$ cat src/rtl/hc595_chain_driver.sv
// Serial driver for a daisy-chain of 74HC595s: divided shift clock, selectable bit
// order, one-deep pending frame buffer, optional auto-refresh and managed /OE.
module hc595_chain_driver #(
  parameter int CHIPS     = 2,
  parameter int CLK_DIV   = 2,
  parameter int MSB_FIRST = 1,
  parameter int REFRESH   = 0
) (
  input  logic               clk,
  input  logic               rst,
  input  logic [8*CHIPS-1:0] data,
  input  logic               lock,
  output logic               busy,
  output logic               done,
  output logic               clk595,
  output logic               out595,
  output logic               lock595,
  output logic               oe595_n
);

  localparam int W  = 8 * CHIPS;
  localparam int BW = $clog2(W + 1);
  localparam int DW = (CLK_DIV > 1) ? $clog2(CLK_DIV) : 1;
  localparam int RW = (REFRESH > 0) ? $clog2(REFRESH + 1) : 1;
  localparam logic [BW-1:0] BITS_INIT = BW'(W);
  localparam logic [BW-1:0] BITS_LAST = BW'(1);
  localparam logic [DW-1:0] DIV_LAST  = DW'(CLK_DIV - 1);
  localparam logic [RW-1:0] REF_MAX   = RW'(REFRESH);
  localparam bit            MSB       = (MSB_FIRST != 0);

  typedef enum logic [2:0] {IDLE, SHIFT_LO, SHIFT_HI, LATCH, FINISH} state_t;

  state_t         r_state;
  state_t         w_stateNext;
  logic           r_lockQ;
  logic [W-1:0]   r_shadow;
  logic [W-1:0]   r_pend;
  logic           r_pendValid;
  logic [W-1:0]   r_shift;
  logic [BW-1:0]  r_bitCnt;
  logic [DW-1:0]  r_divCnt;
  logic [RW-1:0]  r_refCnt;
  logic           r_sent;
  logic           r_busy;
  logic           r_done;
  logic           r_clk595;
  logic           r_lock595;
  logic           r_oeN;

  logic           w_loadEdge;
  logic           w_phaseEnd;
  logic           w_refreshHit;
  logic           w_start;
  logic [W-1:0]   w_shiftNext;
  logic           w_busyNext;
  logic           w_doneNext;
  logic           w_clkNext;
  logic           w_latchNext;
  logic           w_oeNNext;

  assign w_loadEdge   = lock & ~r_lockQ;
  assign w_phaseEnd   = (r_divCnt == DIV_LAST);
  assign w_refreshHit = (REFRESH > 0) && r_sent && (r_refCnt == REF_MAX);
  assign w_start      = (r_state == IDLE) && (w_loadEdge || r_pendValid || w_refreshHit);
  assign w_shiftNext  = MSB ? {r_shift[W-2:0], 1'b0} : {1'b0, r_shift[W-1:1]};

  // State register; the pin-facing outputs are registered alongside it so they never glitch.
  always_ff @(posedge clk) begin
    if (rst) begin
      r_state   <= IDLE;
      r_busy    <= 1'b0;
      r_done    <= 1'b0;
      r_clk595  <= 1'b0;
      r_lock595 <= 1'b0;
      r_oeN     <= 1'b1;
    end else begin
      r_state   <= w_stateNext;
      r_busy    <= w_busyNext;
      r_done    <= w_doneNext;
      r_clk595  <= w_clkNext;
      r_lock595 <= w_latchNext;
      r_oeN     <= w_oeNNext;
    end
  end

  always_comb begin
    w_stateNext = r_state;
    case (r_state)
      IDLE:     if (w_start) w_stateNext = SHIFT_LO;
      SHIFT_LO: if (w_phaseEnd) w_stateNext = SHIFT_HI;
      SHIFT_HI: if (w_phaseEnd) w_stateNext = (r_bitCnt == BITS_LAST) ? LATCH : SHIFT_LO;
      LATCH:    if (w_phaseEnd) w_stateNext = FINISH;
      FINISH:   w_stateNext = IDLE;
      default:  w_stateNext = IDLE;
    endcase
  end

  // Outputs are decoded from the upcoming state so the registered copies line up with it.
  always_comb begin
    w_busyNext  = (w_stateNext != IDLE);
    w_doneNext  = (r_state == FINISH);
    w_clkNext   = (w_stateNext == SHIFT_HI);
    w_latchNext = (w_stateNext == LATCH);
    w_oeNNext   = r_oeN & (w_stateNext != FINISH);
  end

  // Priority at frame start is load edge, then pending, then refresh of the shadow.
  always_ff @(posedge clk) begin
    if (rst) begin
      r_lockQ     <= 1'b1;
      r_shadow    <= '0;
      r_pend      <= '0;
      r_pendValid <= 1'b0;
      r_shift     <= '0;
      r_bitCnt    <= '0;
      r_divCnt    <= '0;
      r_refCnt    <= '0;
      r_sent      <= 1'b0;
    end else begin
      r_lockQ <= lock;
      if (r_state == IDLE) begin
        if (w_start) begin
          r_bitCnt <= BITS_INIT;
          r_refCnt <= '0;
        end else if (r_refCnt != REF_MAX) begin
          r_refCnt <= r_refCnt + 1'b1;
        end
        if (w_loadEdge) begin
          r_shadow    <= data;
          r_shift     <= data;
          r_pendValid <= 1'b0;
        end else if (r_pendValid) begin
          r_shadow    <= r_pend;
          r_shift     <= r_pend;
          r_pendValid <= 1'b0;
        end else if (w_refreshHit) begin
          r_shift <= r_shadow;
        end
      end else if (w_loadEdge) begin
        r_pend      <= data;
        r_pendValid <= 1'b1;
      end
      if (r_state == SHIFT_HI && w_phaseEnd) begin
        r_bitCnt <= r_bitCnt - 1'b1;
        if (r_bitCnt != BITS_LAST) r_shift <= w_shiftNext;
      end
      if (r_state == FINISH) r_sent <= 1'b1;
      if (r_state == IDLE || w_stateNext != r_state) r_divCnt <= '0;
      else r_divCnt <= r_divCnt + 1'b1;
    end
  end

  assign busy    = r_busy;
  assign done    = r_done;
  assign clk595  = r_clk595;
  assign lock595 = r_lock595;
  assign oe595_n = r_oeN;
  assign out595  = MSB ? r_shift[W-1] : r_shift[0];

endmodule

$ cat config.mk
export PLATFORM = sky130hd
export DESIGN_NAME = hc595_chain_driver
export DESIGN_NICKNAME = d
export VERILOG_FILES = /design/src/rtl/hc595_chain_driver.sv
export SDC_FILE = /design/constraint.sdc
export NUM_CORES = 1
export LEC_CHECK = 0
export ABC_AREA = 1
export ABC_CLOCK_PERIOD_IN_PS = 1800
export BUFFER_PORTS_ARGS = -buffer_cell sky130_fd_sc_hd__buf_2
export CAP_MARGIN = 5
export CORE_MARGIN = 10
export CORE_UTILIZATION = 35
export CTS_BUF_LIST = sky130_fd_sc_hd__clkbuf_8
export CTS_CLUSTER_DIAMETER = 60
export DETAILED_ROUTE_END_ITERATION = 10
export PLACE_DENSITY = 0.53
export SYNTH_ARGS = -nofsm -noshare
export SYNTH_HDL_FRONTEND = slang
export SYNTH_SLANG_ARGS = --single-unit
$ cat constraint.sdc
create_clock -name clk -period 1.8 [get_ports clk]
set_input_delay 0.36 -clock clk [delete_from_list [all_inputs] [get_ports clk]]
set_output_delay 0.36 -clock clk [all_outputs]
set_load 0.01 [all_outputs]
After elaboration in Yosys (flattened, before gate mapping) --
Index checks and enable logic that the tools add are counted.
Storage, ports and cells: bits in registers 48, input port bits 19, output and inout port bits 6, word-level logic and storage cells 54
Cells by class: add/subtract/negate cells 2, equality and inequality tests 10, multiplexer cells 14, bitwise logic cells 4, reductions and logical operators 12
Operators with widths (number):
- 2-to-1 mux 16 bit | 5
- 2-to-1 mux 5 bit | 3
- == test 3 x 2 -> 1 bit, second input constant | 4
- 2-to-1 mux 3 bit | 4
- one-hot mux 3 bit (4 select lines) | 1
- == test 5 x 1 -> 1 bit, second input constant | 1
- inequality test 5 x 1 -> 1 bit, second input constant | 1
- subtractor 5 x 1 -> 5 bit, second input constant | 1
- AND reduction 2 bit | 2
- nonzero test 2 bit | 2
- OR reduction 2 bit | 2
- == test 3 x 1 -> 1 bit, second input constant | 1
- == test 3 bit, second input constant | 1
- zero test 3 bit | 1
- inequality test 3 bit | 1
- inequality test 3 bit, second input constant | 1
- nonzero test 3 bit | 1
- AND 1 bit | 2
- logical AND 1 bit | 2
- logical OR 1 bit | 2
- 2-to-1 mux 2 bit | 1
- inverter 1 bit | 2
- adder 1 bit, second input constant | 1

Longest topological paths before layout --
Gate-level depths: netlist (run 1).
word-level depth 9, mapped depth 10, mapped depth without buffers 9

Worst setup path after synthesis (run 1) --
Ideal clock, no wire load.
path kind reg-to-reg, start reg r_bitCnt[1], end reg r_shift[15], setup time 117 ps, data arrival time 1145 ps, required time 1683 ps, slack 538 ps, stages on the path, launching flop included 11, path buffers 1, clock period less this slack 1262 ps, cells stage by stage dfxtp_1 -> inv_1 -> ha_1 -> nand2_1 -> nor2_1 -> inv_1 -> nand2_1 -> buf_2 -> nand2_1 -> nor2_1 -> nor2_1
On the way: cells in the longest elaborated chain, start to end 3
Ends and longest elaborated chain:
- start, declared | line 40 | logic [BW-1:0] r_bitCnt;
- start signal, assigned | line 144 | r_bitCnt <= r_bitCnt - 1'b1;
- inequality test 5 x 1 -> 1 bit | line 145 | if (r_bitCnt != BITS_LAST) r_shift <= w_shiftNext;
- 2-to-1 mux 16 bit | line 145
- 2-to-1 mux 16 bit | line 143 | if (r_state == SHIFT_HI && w_phaseEnd) begin
- end signal, assigned | line 134 | r_shift <= r_pend;
- end signal, assigned | line 137 | r_shift <= r_shadow;
- end signal, assigned | line 145
- end, declared | line 39 | logic [W-1:0] r_shift;
Every way passes these cells. A chain may end at the register's enable or synchronous reset.

Final worst setup path (run 1) --
start reg r_state[0], end reg r_shift[3]
On the way: cells in the longest elaborated chain, start to end 4, elaborated cells between the ends (all ways) 6, those cells by class 1 x eq/ne; 3 x mux; 2 x reduce/logical
Ends and longest elaborated chain:
- start, declared | line 33 | state_t r_state;
- start signal, assigned | line 77 | r_state <= w_stateNext;
- zero test 3 bit | line 121 | if (r_state == IDLE) begin
- 2-to-1 mux 16 bit | line 121
- 2-to-1 mux 16 bit | line 145
- 2-to-1 mux 16 bit (*) | line 143
- end signal, assigned | line 130 | r_shift <= data;
- end signal, assigned | line 134
- end signal, assigned | line 145
Every way passes the cells marked *; elsewhere a longest branch is shown, timed or not.

==> results of run 1 <==
-- worst max-delay path by stage --
stage,from,end,slack (ns)
2_1_floorplan,r_bitCnt[1]$_SDFFE_PP0P_,r_shift[15]$_SDFF_PP0_,0.54
6_report,r_state[0]$_SDFF_PP0_,r_shift[3]$_SDFF_PP0_,0.32
3_5_place_dp,r_state[0]$_SDFF_PP0_,r_shift[7]$_SDFF_PP0_,0.32
4_1_cts,r_state[0]$_SDFF_PP0_,r_shift[3]$_SDFF_PP0_,0.31
5_1_grt,r_state[0]$_SDFF_PP0_,r_shift[1]$_SDFF_PP0_,0.12
3_3_place_gp,lock,r_shift[12]$_SDFF_PP0_,0.35
-- layer usage --
layer / up-vias / part of all wire
li1: 1062 / -
met1: 874 / 0.47
met2: 27 / 0.49
met3: 0 / 0.040
met4: 0 / 0
met5: - / 0
-- logic make-up (layout without fill, tap and decap cells) --
family	after synthesis	count (layout)	synth area share
flip-flops	48	48	0.437
buffers and inverters	36	57	0.0762
adder cells (fa/ha/maj)	2	2	0.0114
AO/OA/AOI/OAI	55	55	0.127
AND/OR/NAND/NOR	178	178	0.349
-- cell usage in the layout, fill, tap and decap left out, types with 2 or more instances in the layout --
master	synthesis	routed
clkbuf_8	0	5
nor3_1	4	4
nand2_2	4	4
ha_1	2	2
nor2_1	69	69
nand3_1	26	26
inv_1	15	16
nor2_4	2	2
o21ai_1	6	6
dfxtp_1	48	48
inv_2	4	4
a21oi_1	21	21
o21ai_0	27	27
buf_2	8	24
nand2_1	66	66
buf_4	1	5
-- stage by stage --
step                      instances  hold slack, ns   util  power, W  area (um2)
after floorplan                 319           0.424      -   0.00132        2200
after global placement          408           0.452  0.395   0.00138        2380
after detailed placement        408           0.453  0.395   0.00138        2380
after CTS                       415           0.263  0.408   0.00200        2460
after global routing            415           0.275  0.408   0.00208        2460
final                           415           0.277  0.408   0.00196        2460
-- state kept, by name, indices dropped and copies added (netlist names) --
signal,cells
r_pendValid,1
oe595_n,1
done,1
r_state,3
r_pend,16
busy,1
r_divCnt,1
lock595,1
clk595,1
r_lockQ,1
r_shift,16
r_bitCnt,5
-- worst reg2reg max path: cells and delay by family, from the launching register on --
kind	cells	cell delay [ns]
buffers and inverters	2	0.33
DFF	1	0.35
and+or+nand+nor	7	0.70
-- power breakdown --
part / total (W) / switching [W] / internal (W)
clock network: 0.000604 / 0.000345 / 0.000259
logic: 0.000231 / 0.000151 / 0.0000806
registers: 0.00112 / 0.0000208 / 0.00110
total: 0.00196 / 0.000517 / 0.00144
-- final cells by class --
cell class	count	area, um2
clock buffer	5	68.8
multi-input combinational	235	1070
tap	75	93.8
clock inverter	2	8.76
sequential	48	961
inverter	20	75.1
timing repair buffer	30	178
fill	676	3570
==> flow_summary.toml, run 1 <==
[synthesis]
synthMostInstantiatedCell = "nor2_1"
synth_area_um2 = 2200
yosys-top-cells-area = "dfxtp_1 (44%), nor2_1 (12%), nand2_1 (11%)"
synth_common_cells = "nor2_1 (69), nand2_1 (66), dfxtp_1 (48)"
syn_nets = 340
synth.avg_cell_area_um2 = 6.90
yosys.area.top_type = "dfxtp_1"
yosys.area.top_type_share = 0.437
synth_edf_count = 0
syn-instance-count = 319
ys_ff_latch = 48
ys.flop_type = "dfxtp_1"
ys_warn_count = 0
ys_types = 28
async_flop_share = 0
ys_seq_area_frac = 0.437

[sta]
hold_viol = 0
worstMarginPinSlew_ns = 0.517
slew_headroom = 0.655
slew_violations = 0
min_period_ns = 1.48
finalSetupViolCount = 0
grt_setup_unrepaired = "no"
min_period_over_period = 0.820
clock_skew_ns = 0.00698
tns_ns = 0
layout_setup_ws_ns = 0.324
max_clock_freq_ghz = 0.677

[place]
port_buffers = 24
place_congestion = 0.763
post-place-ws_ns = 0.317
hpwl_um = 3410

[floorplan]
die_h_um = 99.3
rows = 28
pin_count = 25
dieArea_um2 = 9860
die_x_um = 99.3
coreArea_um2 = 6030
start_util = 0.365

[critical_path]
r2r-start = "r_state[0]$_SDFF_PP0_"
cp.required_ns = 1.99
crit_family = "simple AND/OR/NAND/NOR gates"
startpoint_type = "register"
slowest_delay_ns = 0.35
r2r_slack_ns = 0.32
crit_cells = 9
crit_type = "reg -> reg"
worstPathCellList = "inv_2, nand2_2, nor2_4, nand2_2, buf_4, nand2_1, nand2_1, nor2_1, nor2_1"
crit_arrival_ns = 1.67
cp_num_buf_inv = 2
r2r_cells = 9
endpoint_kind = "register"
crit_path_max_fanout = 15
slowest_stage = "dfxtp_1"
regToRegEndpoint = "r_shift[3]$_SDFF_PP0_"

[layout]
nets = 361
diodes = 0
syn2layout_area_growth_pct = 11.7
drive_gt1_frac = 0.147

[cts]
cts_sinks = 48
ctsHoldBuffers = 0
cts_resized = 0
clk_path_buf_depth = 2
clockRootBuffer = "clkbuf_8"
clkTransAtPathRegs_ns = 0.09
htreeDepth = 2
cts_tree = "done"
cts_buffers = 5
clock_latency_ns = 0.30
cts_setup_buffers = 0

[global_route]
grt_use_met3 = 0.0318
grt_pass1_wl_um = 8670
overflow = 0
use_met1 = 0.127
antenna_found_initial = 0
grt_max_degree = 33
grt_pass1_vias = 1873
grt_usage = 0.104
busiest_layer = "met2"
grt_use_met2 = 0.172

[detailed_routing]
antenna_left = 0
avgRoutedWirePerCell_um = 12.0
drt_pass1_iterations = 4
viasPerCell = 4.73
drc_errors = 0
routed_wirelength_um = 5000
drt-initial-drc-count = 97
vias = 1963

[min_path]
hold_path_depth = 2
hold_class = "in -> reg"
holdPathEnd = "r_lockQ$_SDFF_PP1_"
min_from = "lock"

[power]
power_density_nw_per_um2 = 797
ir_worst_vdd_mv = 0.298
p_leak_nw = 1.10

[run_status]
status = "completed"

[job]
drv_cap = 0
Note: power is estimated with default switching activity, not from simulation.
==> run 2: changes to the inputs <==
--- a/config.mk
+++ b/config.mk
@@ -6,7 +6,7 @@
 export NUM_CORES = 1
 export LEC_CHECK = 0
 export ABC_AREA = 1
-export ABC_CLOCK_PERIOD_IN_PS = 1800
+export ABC_CLOCK_PERIOD_IN_PS = 1350
 export BUFFER_PORTS_ARGS = -buffer_cell sky130_fd_sc_hd__buf_2
 export CAP_MARGIN = 5
 export CORE_MARGIN = 10
@@ -14,7 +14,7 @@
 export CTS_BUF_LIST = sky130_fd_sc_hd__clkbuf_8
 export CTS_CLUSTER_DIAMETER = 60
 export DETAILED_ROUTE_END_ITERATION = 10
-export PLACE_DENSITY = 0.53
+export PLACE_DENSITY = 0.55
 export SYNTH_ARGS = -nofsm -noshare
 export SYNTH_HDL_FRONTEND = slang
 export SYNTH_SLANG_ARGS = --single-unit
==> constraint.sdc (replaced) <==
create_clock -name clk -period 1.35 [get_ports clk]
set_input_delay 0.27 -clock clk [delete_from_list [all_inputs] [get_ports clk]]
set_output_delay 0.27 -clock clk [all_outputs]
set_load 0.01 [all_outputs]
==> flow_summary.toml, run 2 (same netlist as run 1, synthesis figures left out) <==
[run_status]
status = "completed"

[global_route]
grt_pass1_wl_um = 8930
grt_usage = 0.106
antenna_found_initial = 0
grt_max_degree = 38
grt_use_met2 = 0.181
busiest_layer = "met2"
grt_pass1_vias = 1957
overflow = 0
use_met1 = 0.125
grt_use_met3 = 0.0304

[cts]
clockRootBuffer = "clkbuf_8"
clk_path_buf_depth = 2
cts_tree = "done"
cts_buffers = 5
clkTransAtPathRegs_ns = 0.08
cts_sinks = 48
clock_latency_ns = 0.30
htreeDepth = 2
ctsHoldBuffers = 0

[layout]
final_util = 0.473
layout.cells.non_filler = 434
mostFrequentLayoutCells = "nor2_1 (66), nand2_1 (54), dfxtp_1 (43)"
largestRegisters = "r_pend x16, r_shift x16, r_bitCnt x5"
diodes = 0
nets = 379
fin_area_um2 = 2850
final_common_cell = "nor2_1"
syn2layout_area_growth_pct = 29.5
drive_gt1_frac = 0.262

[power]
power_density_nw_per_um2 = 979
p_leak_nw = 1.28
ir_worst_vdd_mv = 0.480
switchingPower_w = 0.000729
internal_power_w = 0.00206
pwr-share-clk = 0.312
power_frac_comb = 0.150
seqPwrFrac = 0.538
swShare = 0.262

[sta]
grt_setup_unrepaired = "yes"
max_clock_freq_ghz = 0.770
clock_skew_ns = 0.00897
slew_headroom = 0.795
worstMarginPinSlew_ns = 0.306
tns_ns = 0
min_period_over_period = 0.962
min_period_ns = 1.30
slew_violations = 0
hold_viol = 0
layout_setup_ws_ns = 0.0512
finalSetupViolCount = 0

[critical_path]
r2r-start = "r_state[0]$_SDFF_PP0_"
crit_path_max_fanout = 6
crit_type = "reg -> reg"
cp-startpoint = "r_state[0]$_SDFF_PP0_"
cp.required_ns = 1.58
endpoint_kind = "register"
r2r_slack_ns = 0.05
startpoint_type = "register"
crit_arrival_ns = 1.53

[floorplan]
pin_count = 25
die_h_um = 99.3
coreArea_um2 = 6030
die_x_um = 99.3
dieArea_um2 = 9860
rows = 28
start_util = 0.365

[detailed_routing]
drt-initial-drc-count = 97
drc_errors = 0
routed_wirelength_um = 5320
vias = 2087
antenna_left = 0
viasPerCell = 4.81
avgRoutedWirePerCell_um = 12.3
drt_pass1_iterations = 4

[place]
placed_area_um2 = 2490
placedCellCount = 416
port_buffers = 24
hpwl_um = 3350
place_congestion = 0.779
post-place-ws_ns = -0.0158

[min_path]
min_from = "lock"
hold_class = "in -> reg"

[job]
drv_cap = 0
## run 2: cell count changes in the layout (fill, tap and decap cells not counted), moves of 5 or more
cell | before | now
o21ai_0 | 27 | 15
nand2_1 | 66 | 54
o21ai_1 | 6 | 18
nand2_4 | 0 | 6
nand2_2 | 4 | 10
buf_12 | 1 | 6
dfxtp_1 | 48 | 43
dfxtp_2 | 0 | 5
buf_4 | 5 | 12
## run 2: layer usage
metal  part of all wire  vias to the layer above  routed length (um)
li1                   -                     1104                   -
met1               0.47                      952                2510
met2               0.47                       27                2500
met3              0.046                        4                 244
met4              0.012                        0                  65
met5                  0                        -                   0
## run 2: path summary, 6_finish.rpt
kind	end	cells past startpoint
worst min-delay path	r_lockQ$_SDFF_PP1_	2
worst min register to register	r_shift[0]$_SDFF_PP0_	2
worst max-delay path	r_bitCnt[4]$_SDFFE_PP0P_	7
worst max register to register	r_bitCnt[4]$_SDFFE_PP0P_	7
## run 2: cell type report
class,instances,area [um2]
fillers,618,3180
inverters,20,80.1
clock buffers,6,82.6
repair buffers,48,455
multi-input cells,235,1160
flip-flops and latches,48,967
well taps,75,93.8
clock inverters,2,7.51
## run 2: power by group through the flow
stage	Combinational, W	Sequential (W)	Clock, W
floorplan	0.000229	0.00153	0
CTS	0.000346	0.00149	0.000913
finish	0.000417	0.00150	0.000871
global placement	0.000339	0.00153	0
global route	0.000471	0.00150	0.000946
detailed placement	0.000341	0.00153	0
## run 2: stage by stage
stage | hold slack [ns] | total power [W]
3_5_place_dp | 0.451 | 0.00187
6_report | 0.210 | 0.00279
5_1_grt | 0.210 | 0.00292
3_3_place_gp | 0.449 | 0.00186
2_1_floorplan | 0.377 | 0.00176
4_1_cts | 0.179 | 0.00275
## run 2: critical path, stage by stage (launching register included)
cell and delay, ns:
dfxtp_2 0.35, inv_4 0.08, buf_6 0.09, nand4_1 0.24, buf_4 0.25, nand2_2 0.05
nand2_1 0.05, a21oi_1 0.12
## run 2: what timing repair did
item,4_1_cts,5_1_grt
resized for setup,6,46
cloned,1,3
setup buffers,1,5
setup endpoints to repair,15,34
pin swaps,0,14
